`src/rtl/uart_rx.sv`:
```
// uart_rx: 8N1 UART receiver with oversampled start detection and centre sampling.
// Parameters: CLK_DIV clocks per oversample tick (>=2), OVS ticks per bit (even, >=4).
// Ports:
//   clk       rising-edge system clock
//   reset     asynchronous active-low reset
//   rx        serial input, idle high, asynchronous to clk
//   rd_en     one-cycle read strobe, clears ready and overrun
//   dout      last correctly framed byte
//   ready     high while dout holds an unread byte
//   frame_err one-cycle pulse when the stop bit is sampled low
//   overrun   sticky, set when a new byte replaced an unread one
//   rx_busy   high whenever the receiver is not idle
module uart_rx #(
    parameter int CLK_DIV = 54,
    parameter int OVS     = 16
) (
    input  logic       clk,
    input  logic       reset,
    input  logic       rx,
    input  logic       rd_en,
    output logic [7:0] dout,
    output logic       ready,
    output logic       frame_err,
    output logic       overrun,
    output logic       rx_busy
);
    localparam int DW = $clog2(CLK_DIV);
    localparam int OW = $clog2(OVS);

    typedef enum logic [2:0] {IDLE, START, DATA, STOP, BREAK} state_t;

    state_t          r_state, w_next;
    logic [1:0]      r_sync;
    logic [DW-1:0]   r_div;
    logic [OW-1:0]   r_ovs;
    logic [2:0]      r_bit;
    logic [7:0]      r_shift;
    logic            w_rxs, w_tick, w_mid, w_end, w_stop_ok;

    assign w_rxs     = r_sync[1];
    // r_div sits at 0 in IDLE, so no tick can fire there
    assign w_tick    = r_div == DW'(CLK_DIV - 1);
    assign w_mid     = w_tick && r_ovs == OW'(OVS / 2 - 1);
    assign w_end     = w_tick && r_ovs == OW'(OVS - 1);
    assign w_stop_ok = r_state == STOP && w_end && w_rxs;
    assign rx_busy   = r_state != IDLE;

    always_ff @(posedge clk or negedge reset)
        if (!reset) r_state <= IDLE;
        else        r_state <= w_next;

    always_comb begin
        w_next = r_state;
        unique case (r_state)
            IDLE:    w_next = w_rxs ? IDLE : START;
            START:   w_next = w_mid ? (w_rxs ? IDLE : DATA) : START;
            DATA:    w_next = (w_end && r_bit == 3'd7) ? STOP : DATA;
            STOP:    w_next = w_end ? (w_rxs ? IDLE : BREAK) : STOP;
            BREAK:   w_next = w_rxs ? IDLE : BREAK;
            default: w_next = IDLE;
        endcase
    end

    always_ff @(posedge clk or negedge reset) begin
        if (!reset) begin
            r_sync    <= 2'b11;
            r_div     <= '0;
            r_ovs     <= '0;
            r_bit     <= '0;
            r_shift   <= '0;
            dout      <= '0;
            ready     <= 1'b0;
            frame_err <= 1'b0;
            overrun   <= 1'b0;
        end else begin
            r_sync    <= {r_sync[0], rx};
            r_div     <= (r_state == IDLE || w_tick) ? '0 : r_div + 1'b1;
            // the start-bit centre realigns the tick phase so every later sample lands mid-bit
            if (r_state == IDLE || (r_state == START && w_mid) || w_end) r_ovs <= '0;
            else if (w_tick)                                             r_ovs <= r_ovs + 1'b1;
            if (r_state != DATA)  r_bit <= '0;
            else if (w_end)       r_bit <= r_bit + 1'b1;
            if (r_state == DATA && w_end) r_shift <= {w_rxs, r_shift[7:1]};
            frame_err <= r_state == STOP && w_end && !w_rxs;
            // a read on the completion cycle consumes the old byte, so no overrun is flagged
            if (w_stop_ok) begin
                dout    <= r_shift;
                ready   <= 1'b1;
                overrun <= !rd_en && ready;
            end else if (rd_en && ready) begin
                ready   <= 1'b0;
                overrun <= 1'b0;
            end
        end
    end
endmodule

```
`config.mk`:
```
export PLATFORM = sky130hd
export DESIGN_NAME = uart_rx
export DESIGN_NICKNAME = d
export VERILOG_FILES = /design/src/rtl/uart_rx.sv
export SDC_FILE = /design/constraint.sdc
export NUM_CORES = 1
export LEC_CHECK = 0
export BUFFER_PORTS_ARGS = -buffer_cell sky130_fd_sc_hd__buf_2
export CORE_ASPECT_RATIO = 0.75
export CORE_UTILIZATION = 45
export DETAILED_ROUTE_END_ITERATION = 8
export HOLD_SLACK_MARGIN = 0.02
export REMOVE_ABC_BUFFERS = 1
export SLEW_MARGIN = 20
export SYNTH_ARGS = -nofsm -noshare
export SYNTH_HDL_FRONTEND = slang
export SYNTH_SLANG_ARGS = --single-unit
```
`constraint.sdc`:
```
create_clock -name clk -period 2.1 [get_ports clk]
set_clock_uncertainty 0.15 [all_clocks]
set_input_delay 0.315 -clock clk [delete_from_list [all_inputs] [get_ports clk]]
set_output_delay 0.315 -clock clk [all_outputs]
set_load 0.005 [all_outputs]
```
==> out/metrics.yaml <==
timing.final.crit_share_pct: 92.4
crit_type: "reg2reg"
cp-start-kind: "register"
nets: 164
min_period_ns: 1.94
dr.pass1.iters: 4
final_cell_count_no_fill: 206
cts-root-buf: "clkbuf_8"
ys_seq_elements: 37
gp_congestion: 0.771
dp_slack_ns: 0.187
hp-class: "in2reg"
drc_errors: 0
setup_violations: 0
place_inst: 196
dieArea_um2: 4010
postLayoutCellArea_um2: 1940
r2r-start: "r_ovs[0]"
vdd_drop_max_mv: 0.403
setup_tns_ns: 0
timing.fmax_mhz: 515
cp.required_ns: 2.12
synth-warning-count: 0
synth_area_per_cell_um2: 12.5
yosys.cell_types.count: 35
cts_tree: "done"
die_width_um: 72.8
final_cell_mix: "dfrtp_1, mux2_2, buf_2"
r2r_end: "r_shift[3]"
layout_commonest_cell: "dfrtp_1"
path_max_fanout: 8
place.port_buffers: 15
num_vias: 1012
rows: 18
worst_slew_pin_slew_ns: 0.811
hold_viol_final: 0
use_met1_pct: 22.6
layout-drive-gt1-share_pct: 30.8
postRouteAntennaNets: 0
hpwl_um: 1870
synth_area_um2: 1690
grt.busiest_layer: "met1"
avgViaCountPerCell: 4.91
grt_pass1_wl_um: 4460
grt_use_met2_pct: 21.2
grt_max_degree: 38
placed_area_um2: 1800
clk_pin_slew_ns: 0.07
end_kind: "register"
met3_usage_pct: 4.89
antenna_cells: 0
p_leak_nw: 0.959
cts_htree_levels: 2
status: "finished, final reports clean"
grt_overflow: 0
cts_buffer_depth: 2
cts_buffers: 5
drv_slew: 0
fill_cells: 299
worst_ep_arrival_time_ns: 1.96
synthCells: 135
insertion_delay_ns: 0.28
grt_pass1_vias: 926
grt.total_usage_pct: 15.6
rsz0062_at_grt: "false"
clkSinkCount: 37
core_um2: 3450
yosysSeqAreaShare_pct: 54.9
fin_ws_ns: 0.160
drtIter0Drc: 36
reg2reg_depth: 5
syn_to_final_growth_pct: 14.5
ios: 16
max_cap_viol_count: 0
die_h_um: 55.1
reg2reg_slack_ns: 0.16
p_per_area_nw_per_um2: 711
power_w: 0.00138
slew_headroom_pct: 45.9
post_drt_wl_per_cell_um: 13.1
drt_wl_total_um: 2700
crit_path_start: "r_ovs[0]"
crit_path_end: "r_shift[3]"
antenna_found_initial: 0
start_util_pct: 49.1
## cell families after synthesis
group / synth area share (%)
buf+inv: 4.14
flops: 54.9
simple gates: 16.1
fa+ha+maj: 3.70
mux: 11.8
xor+xnor: 3.63
compound gates: 5.63
## worst min path at each step
stage | cells after the start | from | to | slack (ns)
2_1_floorplan | 0 | reset | dout[0] | -0.13
3_3_place_gp | 0 | r_sync[0] | r_sync[1] | 0.20
3_5_place_dp | 0 | r_sync[0] | r_sync[1] | 0.20
4_1_cts | 2 | rd_en | overrun | 0.05
5_1_grt | 2 | rd_en | overrun | 0.06
6_report | 2 | rd_en | overrun | 0.06
## flip-flops by register name, summed over array words and instances (netlist names), 2 cells and up
signal,count
dout,8
r_shift,8
r_div,6
r_ovs,4
r_bit,3
r_state,3
r_sync,2
## repair_timing
item	in CTS	in global routing
buffers inserted	0	0
hold buffers	2	0
hold endpoints to repair	36	0
gates resized for setup	0	0
## metrics by stage
stage | util [%] | hold WS [ns]
after global routing | 56.2 | 0.0584
after detailed placement | 52.1 | 0.204
after floorplan | - | -0.131
after CTS | 56.2 | 0.0524
after global placement | 52.1 | 0.196
final | 56.2 | 0.0620
## cell usage after synthesis
master     instances  area share, %
a2111oi_4          1            1.6
a21oi_1            4            1.2
a31oi_1            1           0.37
and2_1             1           0.37
and2b_1            1           0.44
and3_1             2           0.74
and4b_1            2            1.2
buf_2              2           0.59
buf_4              2           0.89
buf_6              2            1.3
dfrtp_1           35             52
dfstp_2            2            3.1
ha_1               5            3.7
inv_1              6            1.3
mux2_1             1           0.67
mux2_2            15             10
mux2i_1            2            1.2
nand2_1            9            2.0
nand2b_2           1           0.52
nand3_1            6            1.8
nand3_4            1            1.0
nand4_1            2           0.74
nand4_4            1            1.3
nand4b_1           2            1.0
nor2_1            13            2.9
nor2_8             1            1.2
nor3_2             1           0.59
nor4_1             1           0.37
o211ai_1           1           0.44
o21a_1             1           0.44
o21ai_0            1           0.30
o221ai_1           1           0.52
o22ai_1            2           0.74
xnor2_1            4            2.1
xor2_1             3            1.6
## power breakdown
part	internal [W]	switching, W
registers	0.000717	0.00000312
clock network	0.000386	0.000247
logic	0.00000636	0.0000160
## critical path: stages (launching register included)
cell and delay [ns]:
dfrtp_1 0.39, ha_1 0.21, and3_1 0.36, nand3_4 0.15, nor2_8 0.20, mux2_2 0.36
## layout make-up
class	instances	area, um2	share of cell area, %
clock buffers	6	82.6	4.27
clock inverters	2	37.5	1.94
inverters	6	22.5	1.16
repair buffers	19	110	5.69
flip-flops and latches	37	928	48.0
multi-input cells	86	692	35.7
well taps	50	62.6	3.23
## per-layer routing
layer / routed length (um) / vias to the layer above
li1: - / 505
met1: 1460 / 494
met2: 1140 / 11
met3: 83 / 2
met4: 8 / 0
met5: 0 / -
Power figures use the tool's default switching activity.
